## src/rtl/mac_accumulator_pkg.sv

```systemverilog
// Shared types and sizing helpers for the multiply-accumulate stage.
package mac_pkg;

  // Accumulator control states.
  typedef enum logic [1:0] {
    ACCUM = 2'd0,
    DRAIN = 2'd1,
    DONE  = 2'd2
  } state_e;

  // Width of one 4x4 unsigned product.
  localparam int PROD_W = 8;

  // Smallest accumulator that holds n full-scale products without wrapping.
  function automatic int acc_width(input int n);
    return PROD_W + $clog2(n);
  endfunction

endpackage

```

## src/rtl/mac_accumulator_mult.sv

```systemverilog
// Combinational 4x4 unsigned array multiplier: AND-gated partial products,
// each shifted by its multiplier bit position, summed into an 8-bit result.
module top_array_multiplier
  import mac_pkg::*;
(
  input  logic [3:0]        A,
  input  logic [3:0]        B,
  output logic [PROD_W-1:0] P
);

  logic [PROD_W-1:0] pp [4];

  for (genvar gi = 0; gi < 4; gi++) begin : g_pp
    assign pp[gi] = ({4'd0, A} & {PROD_W{B[gi]}}) << gi;
  end

  // Largest product is 15*15 = 225, so the 8-bit sum never truncates.
  assign P = pp[0] + pp[1] + pp[2] + pp[3];

endmodule

```

## src/rtl/mac_accumulator.sv

```systemverilog
// Multiply-accumulate stage: takes N operand pairs over valid/ready, registers
// each product, sums them and offers the total on a valid/ready output.
module mac_accumulator
  import mac_pkg::*;
#(
  parameter int N     = 4,
  parameter int ACC_W = acc_width(N)
) (
  input  logic             clk,
  input  logic             rst,
  input  logic             in_valid,
  output logic             in_ready,
  input  logic [3:0]       in_a,
  input  logic [3:0]       in_b,
  output logic             out_valid,
  input  logic             out_ready,
  output logic [ACC_W-1:0] out_sum
);

  localparam int CNT_W = $clog2(N + 1);

  state_e            state_q, state_d;
  logic [PROD_W-1:0] prod_q, prod_d;
  logic              prod_v_q, prod_v_d;
  logic [CNT_W-1:0]  beat_cnt_q, beat_cnt_d;
  logic [ACC_W-1:0]  acc_q, acc_d;
  logic              out_valid_q, out_valid_d;
  logic [ACC_W-1:0]  out_sum_q;
  logic [PROD_W-1:0] mult_p;
  logic              accept_s;
  logic              handoff_s;

  top_array_multiplier u_mult (
    .A (in_a),
    .B (in_b),
    .P (mult_p)
  );

  // in_ready depends only on state and reset, never on in_valid/out_ready.
  assign in_ready  = !rst && (state_q == ACCUM);
  assign accept_s  = in_valid && (state_q == ACCUM);
  assign handoff_s = out_valid_q && out_ready;

  assign out_valid = out_valid_q;
  assign out_sum   = out_sum_q;

  // Next-state, product capture and accumulation decisions.
  always_comb begin
    state_d     = state_q;
    prod_d      = prod_q;
    prod_v_d    = 1'b0;
    beat_cnt_d  = beat_cnt_q;
    out_valid_d = out_valid_q;
    // Accumulation runs in every state whenever a product is pending.
    if (prod_v_q) begin
      acc_d = acc_q + ACC_W'(prod_q);
    end else begin
      acc_d = acc_q;
    end

    case (state_q)
      ACCUM: begin
        if (accept_s) begin
          prod_d     = mult_p;
          prod_v_d   = 1'b1;
          beat_cnt_d = beat_cnt_q + CNT_W'(1);
          if (beat_cnt_q == CNT_W'(N - 1)) begin
            state_d = DRAIN;
          end else begin
            state_d = ACCUM;
          end
        end else begin
          prod_v_d = 1'b0;
        end
      end
      DRAIN: begin
        // The last product lands in acc on this edge; result is then complete.
        state_d     = DONE;
        out_valid_d = 1'b1;
      end
      DONE: begin
        if (handoff_s) begin
          acc_d       = '0;
          beat_cnt_d  = '0;
          out_valid_d = 1'b0;
          state_d     = ACCUM;
        end else begin
          state_d = DONE;
        end
      end
      default: begin
        state_d     = ACCUM;
        acc_d       = '0;
        beat_cnt_d  = '0;
        out_valid_d = 1'b0;
      end
    endcase
  end

  // State, datapath and output registers with asynchronous clear.
  always_ff @(posedge clk or posedge rst) begin
    if (rst) begin
      state_q     <= ACCUM;
      prod_q      <= '0;
      prod_v_q    <= 1'b0;
      beat_cnt_q  <= '0;
      acc_q       <= '0;
      out_valid_q <= 1'b0;
      out_sum_q   <= '0;
    end else begin
      state_q     <= state_d;
      prod_q      <= prod_d;
      prod_v_q    <= prod_v_d;
      beat_cnt_q  <= beat_cnt_d;
      acc_q       <= acc_d;
      out_valid_q <= out_valid_d;
      // out_sum mirrors acc; it is stable in DONE because nothing is pending.
      out_sum_q   <= acc_d;
    end
  end

endmodule
```

## config.mk

```make
export PLATFORM = sky130hd
export DESIGN_NAME = mac_accumulator
export DESIGN_NICKNAME = d
export VERILOG_FILES = /design/src/rtl/mac_accumulator_pkg.sv /design/src/rtl/mac_accumulator_mult.sv /design/src/rtl/mac_accumulator.sv
export SDC_FILE = /design/constraint.sdc
export NUM_CORES = 1
export LEC_CHECK = 0
export ABC_AREA = 0
export CAP_MARGIN = 20
export CORE_ASPECT_RATIO = 0.6
export CORE_UTILIZATION = 57
export DETAILED_ROUTE_END_ITERATION = 12
export GPL_ROUTABILITY_DRIVEN = 1
export PLACE_DENSITY = 0.9
export REMOVE_ABC_BUFFERS = 1
export SYNTH_ARGS = -nofsm -noshare
export SYNTH_HDL_FRONTEND = slang
export SYNTH_SLANG_ARGS = --single-unit
```

## constraint.sdc

```tcl
create_clock -name clk -period 5.65 [get_ports clk]
set_input_delay 1.13 -clock clk [delete_from_list [all_inputs] [get_ports clk]]
set_output_delay 1.13 -clock clk [all_outputs]
set_load 0.005 [all_outputs]
```

* After elaboration in Yosys (flattened, before gate mapping)
Cells that the tools add are included.
Widths: inputs -> output; s select.
** Word-level totals
- Flip-flop bits (word level) :: 25
- Input port bits :: 12
- Output and inout port bits :: 12
- Word-level logic and storage cells :: 45
** Operators by class
- $add $sub $neg :: 5
- Eq/ne operators :: 5
- Mux-type cells :: 14
- Bitwise gates (word level) :: 6
- Reductions and logical operators :: 9
** Operator list (number)
- $add 8x8->8 :: 3
- $mux 10 :: 2
- $pmux 10 s2 :: 1
- $add 10x8->10 :: 1
- $pmux 3 s3 :: 1
- $and 4x8->8 :: 1
- $and 4x7->7 :: 1
- $and 4x6->6 :: 1
- $mux 3 :: 2
- $pmux 2 s3 :: 1
- $and 4x5->5 :: 1
- $mux 1 :: 4
- $mux 2 :: 2
- $ne 2x2->1 const B :: 2
- $reduce_and 2->1 :: 2
- $add 3x1->3 const B :: 1
- $eq 3x2->1 const B :: 1
- $logic_and 1x1->1 :: 3
- $pmux 1 s3 :: 1
- $reduce_and 3->1 :: 1
- $eq 2x1->1 const B :: 1
- $eq 2x2->1 const B :: 1
- $logic_not 2->1 :: 1
- $not 1->1 :: 2
- 2 further kinds :: 2

* Longest topological paths before layout
Gate-level depths: netlist of run 1.
- Depth in word-level cells :: 4
- Depth in mapped cells :: 10
- Depth with buffers taken out :: 10

* Cells and area by module
A second synthesis of run 1 with hierarchy kept.
** Unflattened totals
- Cell total of the unflattened synthesis :: 165
- Area total of the unflattened synthesis :: 1749.2 um^2
** Modules (own cells, without submodules)
- mac_accumulator :: instances 1, cells an instance 123, area an instance 1363.8 um^2
- top_array_multiplier :: instances 1, cells an instance 42, area an instance 385.4 um^2

* Worst setup path after synthesis of run 1
No wires, ideal clock.
- Path type :: in2reg
- Start :: in in_b[3]
- End :: reg prod_q[7]
- Library setup time :: 0.136 ns
- Arrival time :: 3.392 ns
- Path slack :: 2.123 ns
- Stages on the path :: 10
- Cell sequence :: nand2_1 fa_1 inv_1 fa_1 ha_1 fa_1 a21o_1 a21oi_1 xor2_1 o21ai_0
** Between the ends
- Cells in the longest elaborated chain, start to end :: 2
** Ends and longest elaborated chain
- from (decl) :: line mac_accumulator.sv:14 : input logic [3:0] in_b,
- $and 4x5->5 :: line mac_accumulator_mult.sv:14 : assign pp[gi] = ({4'd0, A} & {PROD_W{B[gi]}}) << gi;
- $add 8x8->8 :: line mac_accumulator_mult.sv:18 : assign P = pp[0] + pp[1] + pp[2] + pp[3];
- to (signal assigned) :: line mac_accumulator.sv:112 : prod_q <= prod_d;
- to (decl) :: line mac_accumulator.sv:23 : logic [PROD_W-1:0] prod_q, prod_d;
No other way between the ends.
A chain may end at the register's enable or synchronous reset.

* Worst setup path in the final report of run 1
Ends and elaborated chain as after synthesis.

==> impl_metrics.json, run 1 <==
{
  "cts.sinks": 25,
  "start_util_pct": 61.0,
  "r2r_setup_slack_ns": 3.61,
  "p_per_area_nw_per_um2": 489,
  "dieArea_sq_um": 3370,
  "final_max_slew_viol_count": 0,
  "synth_xor_area_share_pct": 2.94,
  "r2r_cells": 8,
  "synth_seq_cells": 25,
  "pwr-share-clk_pct": 10.3,
  "clkLatencyLatePin_ns": 0.27,
  "clkSlewWorstSetupHoldPaths_ns": 0.09,
  "status": "complete, no violations",
  "end_kind": "flop",
  "ir_worst_vdd_uv": 335,
  "htreeDepth": 1,
  "drc": 0,
  "first_global_vias": 1377,
  "power_mw": 1.04,
  "antenna_found_initial": 0,
  "r2r_end": "out_sum[8]$_DFF_PP0_",
  "timing.final.crit_share_pct": 69.8,
  "coreArea_sq_um": 2930,
  "synth_top_cells_by_area": "dfrtp_1 35%, ha_1 14%, fa_1 6.7%",
  "synth_ff_type": "dfrtp_1",
  "critical_path_class": "in -> reg",
  "rows": 15,
  "grt.overflow.total": 0,
  "slew_headroom_pct": 53.8,
  "setup_ws_ns": 1.71,
  "nNetsFinal": 250,
  "setup_tns_ns": 0,
  "r2r_start": "out_sum[0]$_DFF_PP0_",
  "grt_pass1_wl_mm": 6.35,
  "cts_hold_buf": 0,
  "hold_path_end": "prod_q[0]$_DFFE_PP0P_",
  "n_antenna_cell": 0,
  "timing.fmax_ghz": 0.253,
  "cts_tree": "done",
  "post-route-cell-area_sq_um": 2120,
  "globalplace.congestion": 0.816,
  "syn_inst": 188,
  "synth_top_family_by_area": "adder cells",
  "power_frac_comb_pct": 57.2,
  "whs_path_depth": 2,
  "pre_cts_ws_ns": 1.42,
  "drt-pass1-iter-count": 4,
  "cp_data_required_time_ns": 5.80,
  "dieWidth_microns": 74.3,
  "wirelength_mm": 3.96,
  "crit_fanout": 4,
  "cap_violations": 0,
  "ctsRootBufferMaster": "clkbuf_8",
  "synth_top_area_cell": "dfrtp_1",
  "synthTopCellsByCount": "28 x nand2_1, 25 x dfrtp_1, 20 x ha_1",
  "vias": 1458,
  "place_area_sq_um": 2050,
  "yosysSeqAreaShare_pct": 35.0,
  "drive_above_1_share_pct": 3.32,
  "worst_setup_path_start_kind": "primary input",
  "die_height_microns": 45.4,
  "fin_skew_ns": 0.00873,
  "leakage_nw": 1.03,
  "min-delay-start": "prod_q[0]$_DFFE_PP0P_",
  "yosys.area_share.adder_pct": 20.7,
  "io_pins": 24,
  "yosys_warnings": 0,
  "io_buffers": 23,
  "wire_per_inst_microns": 15.7,
  "ant_nets": 0,
  "hold_viol_final": 0,
  "synth.cell_area_sq_um": 1790,
  "grtUsageTotal_pct": 26.1,
  "hpwl_mm": 3.09,
  "power_switching_mw": 0.434,
  "sequentialPowerShare_pct": 32.5,
  "synthMuxAreaShare_pct": 3.92,
  "rsz0062_at_grt": "no",
  "fin_crit_ns": 3.94,
  "post_cts_buffers": 0,
  "critPathArrivalTime_ns": 4.10,
  "grt_max_degree": 26,
  "async_flop_share_pct": 100,
  "synth-edff-count": 0,
  "area_growth_pct": 18.8,
  "synth_most_common_cell": "nand2_1",
  "final-setup-viol-count": 0,
  "synth_compound_area_share_pct": 13.2,
  "cts_resized": 0,
  "synthSimpleGateAreaFrac_pct": 20.4,
  "drtIter0Drc": 101,
  "vias_per_cell": 5.76,
  "ys_types": 37,
  "intPower_mw": 0.603,
  "cts_buffers": 3,
  "netlist.area_leader.share_pct": 35.0,
  "synth_area_per_cell_sq_um": 9.50,
  "hold_class": "reg -> reg",
  "clockBufferDepth": 2,
  "hold_ws_ns": 0.488,
  "worstMarginPinSlew_ns": 0.688,
  "switching_share_pct": 41.8
}
## power groups by stage
stage	Clock (mW)	Sequential (mW)	Combinational [mW]
after floorplan	0	0.321	0.399
after global placement	0	0.328	0.544
after detailed placement	0	0.337	0.581
after CTS	0.108	0.334	0.587
after global routing	0.113	0.347	0.658
final	0.107	0.337	0.594
## registers in the layout (all words and copies together), names as in the netlist
| name | count |
|---|---|
| state_q | 2 |
| prod_q | 8 |
| beat_cnt_q | 3 |
| out_valid | 1 |
| prod_v_q | 1 |
| out_sum | 10 |
## per-layer routing
metal  vias to the layer above  share of wire, %  track usage, %
li1                        689                 -               -
met1                       714                45            34.8
met2                        53                48            44.5
met3                         2               6.5            5.80
met4                         0              0.63            5.66
met5                         -                 0               0
## worst max-delay path, cell delays in order
cell and delay (ns):
clkdlybuf4s50_1 0.51, nand2_1 0.10, fa_1 0.54, inv_1 0.06, fa_1 0.47, ha_1 0.24
fa_1 0.42, a21o_1 0.20, a21oi_1 0.18, xor2_1 0.16, o21ai_0 0.08
## how the worst max path moves through the flow
stage	depth (start not counted)	startpoint	endpoint
after floorplan	10	in_b[3]	prod_q[7]$_DFFE_PP0P_
after global placement	11	in_a[0]	prod_q[7]$_DFFE_PP0P_
after detailed placement	11	in_b[3]	prod_q[7]$_DFFE_PP0P_
after CTS	11	in_b[3]	prod_q[7]$_DFFE_PP0P_
after global routing	11	in_b[3]	prod_q[7]$_DFFE_PP0P_
final	11	in_b[3]	prod_q[7]$_DFFE_PP0P_
## kinds of logic after synthesis
logic type / Yosys count
and+or+nand+nor: 73
adders and majority gates: 26
DFF: 25
buffers and inverters: 18
xor gates and xnor gates: 6
AOI/OAI and AO/OA: 33
muxes: 7
## through the flow
step / std cells / util, %
floorplan: 183 / -
global placement: 248 / 70.0
CTS: 252 / 71.5
finish: 253 / 72.5
detailed placement: 248 / 70.0
global route: 253 / 72.5
## cells in the final DEF (no fill, tap or decap), drive strengths merged
master,count
nand2b,2
o31a,1
a21o,3
and3,1
and2,11
or4,1
inv,12
mux2i,7
o211ai,3
xnor2,4
nor3,2
o21ai,9
a211oi,1
buf,1
a211o,1
fa,6
nand2,28
clkdlybuf4s50,23
o41ai,1
nand3b,2
ha,20
o21a,5
nor2,14
nand4,2
clkinv,1
xor2,2
nor3b,1
nand3,4
a21oi,8
clkbuf,4
nand4b,2
nor2b,2
and3b,1
o31ai,1
dfrtp,25
## area by class of cell
| type | instances | area [sq um] |
|---|---|---|
| Sequential cell | 25 | 626 |
| Fill cell | 224 | 806 |
| Multi-Input combinational cell | 145 | 1090 |
| Tap cell | 42 | 52.6 |
| Inverter | 13 | 48.8 |
| Timing Repair Buffer | 24 | 258 |
| Clock buffer | 4 | 45.0 |
(Power assumes the default switching activity.)
==> run 2: changes to the inputs <==
- CORE_UTILIZATION: 57 -> 49
- PLACE_DENSITY: 0.9 -> 0.83
- clock period: 5.65 -> 3.5 ns (I/O delays scaled with it)
==> run 2 against run 1 <==
Compared with the run above:
- combinational power grew 58%
- highest routed layer unchanged
- global-route usage fell by 6.5 points
- critical endpoint unchanged
- sequential power grew 60%
==> impl_metrics.json, run 2 (synthesized netlist as in run 1, its figures left out) <==
{
  "area_growth_pct": 22.2,
  "cap_violations": 0,
  "pwr-share-clk_pct": 10.5,
  "status": "complete, no violations",
  "globalplace.congestion": 0.785,
  "end_kind": "flop",
  "setup_ws_ns": 0.174,
  "nNetsFinal": 257,
  "power_mw": 1.65,
  "grt.overflow.total": 0,
  "timing.fmax_ghz": 0.301,
  "vias": 1397,
  "post_cts_buffers": 0,
  "crit_fanout": 2,
  "mostFrequentLayoutCells": "28 x nand2_1, 25 x dfrtp_1, 20 x clkdlybuf4s50_1",
  "cts_hold_buf": 0,
  "place_area_sq_um": 2110,
  "power_frac_comb_pct": 56.9,
  "post-route-cell-area_sq_um": 2180,
  "wire_per_inst_microns": 13.5,
  "switching_share_pct": 41.1,
  "wl_met1_mm": 1.94,
  "grt_max_degree": 26,
  "seqCellArea_sq_um": 626,
  "antenna_found_initial": 0,
  "dieArea_sq_um": 3900,
  "hold_class": "reg -> reg",
  "cts_tree": "done",
  "first_global_vias": 1292,
  "fin_skew_ns": 0.00853,
  "route.met2.wl_mm": 1.45,
  "highest_layer": "met4",
  "leakage_nw": 1.08,
  "hold_ws_ns": 0.500,
  "critPathArrivalTime_ns": 3.47,
  "layout.cells.non_filler": 263,
  "timing.final.crit_share_pct": 95.0,
  "cts.sinks": 25,
  "multiInputGateArea_sq_um": 1100,
  "final_core_util_pct": 64.9,
  "slew_headroom_pct": 54.4,
  "dieWidth_microns": 80.0,
  "io_buffers": 23,
  "drtIter0Drc": 65,
  "drive_above_1_share_pct": 8.26,
  "fin_crit_ns": 3.33,
  "sequentialPowerShare_pct": 32.7,
  "start_util_pct": 53.1,
  "wirelength_mm": 3.55,
  "clockBufferDepth": 2,
  "cp_data_required_time_ns": 3.64,
  "met3_wirelength_microns": 151,
  "intPower_mw": 0.973,
  "place_inst": 258,
  "layout_commonest_cell": "nand2_1",
  "final_max_slew_viol_count": 0,
  "fillers": 280,
  "p_per_area_nw_per_um2": 757,
  "drt-pass1-iter-count": 4,
  "ir_worst_vdd_uv": 489,
  "htreeDepth": 1,
  "rows": 16,
  "rsz0062_at_grt": "no",
  "vias_per_cell": 5.31,
  "ant_nets": 0,
  "die_height_microns": 48.8,
  "worstMarginPinSlew_ns": 0.679,
  "io_pins": 24,
  "critical_path_class": "in -> reg",
  "drc": 0,
  "largest_reg_flops": 10,
  "hpwl_mm": 2.69,
  "final-setup-viol-count": 0,
  "ctsRootBufferMaster": "clkbuf_8",
  "coreArea_sq_um": 3360,
  "clkLatencyLatePin_ns": 0.27,
  "hold_viol_final": 0,
  "power_switching_mw": 0.679,
  "worst_setup_path_start_kind": "primary input",
  "grtUsageTotal_pct": 19.6,
  "grt_pass1_wl_mm": 6.01,
  "n_antenna_cell": 0,
  "clkSlewWorstSetupHoldPaths_ns": 0.08,
  "setup_tns_ns": 0,
  "cts_resized": 0,
  "cts_buffers": 3,
  "pre_cts_ws_ns": -0.259
}
[run 2: changes by cell type in the layout (fill, tap and decap cells not counted), sizes merged]
cell and delta:
clkbuf -1, buf +7, clkinv +1, dlymetal6s2s +3
clkdlybuf4s50 -3
[run 2: path summary, 6_finish.rpt]
kind                                  startpoint                    end  slack (ns)  cells after the start
min                        prod_q[4]$_DFFE_PP0P_  prod_q[4]$_DFFE_PP0P_        0.50                      2
max in group asynchronous                    rst   out_sum[7]$_DFF_PP0_        2.24                      3
min in group asynchronous                    rst   out_sum[3]$_DFF_PP0_        0.78                      2
max                                      in_b[3]  prod_q[7]$_DFFE_PP0P_        0.17                     11
max reg2reg                 out_sum[0]$_DFF_PP0_   out_sum[8]$_DFF_PP0_        1.43                      8
min reg2reg                prod_q[4]$_DFFE_PP0P_  prod_q[4]$_DFFE_PP0P_        0.50                      2
[run 2: worst max-delay path, cell delays in order]
cell and delay (ns):
clkdlybuf4s50_1 0.48, nand2_1 0.08, fa_1 0.53, inv_1 0.05, fa_1 0.48, ha_2 0.21
fa_2 0.35, a21o_1 0.20, a21oi_2 0.15, xor2_1 0.15, o21ai_0 0.08
[run 2: power groups by stage]
stage | combinational (mW) | clock [mW] | sequential (mW)
2_1_floorplan | 0.644 | 0 | 0.518
6_report | 0.940 | 0.173 | 0.540
4_1_cts | 0.935 | 0.174 | 0.537
5_1_grt | 1.06 | 0.188 | 0.556
3_3_place_gp | 0.892 | 0 | 0.536
3_5_place_dp | 0.920 | 0 | 0.540
[run 2: area by class of cell]
class | count | share of cell area (%)
inverters | 13 | 2.23
multi-input cells | 145 | 50.4
clock inverters | 1 | 0.229
clock buffers | 3 | 1.89
flip-flops and latches | 25 | 28.7
well taps | 45 | 2.58
repair buffers | 31 | 14.0
[run 2: per-layer routing]
metal	track usage, %	vias up
li1	-	703
met1	31.7	661
met2	27.8	29
met3	4.11	4
met4	1.79	0
met5	0	-
==> run 3: changes to the inputs <==
- ABC_AREA: 0 -> default
==> results of run 3 <==
Same layout as run 2: the final DEF is identical, and so are final timing and power.
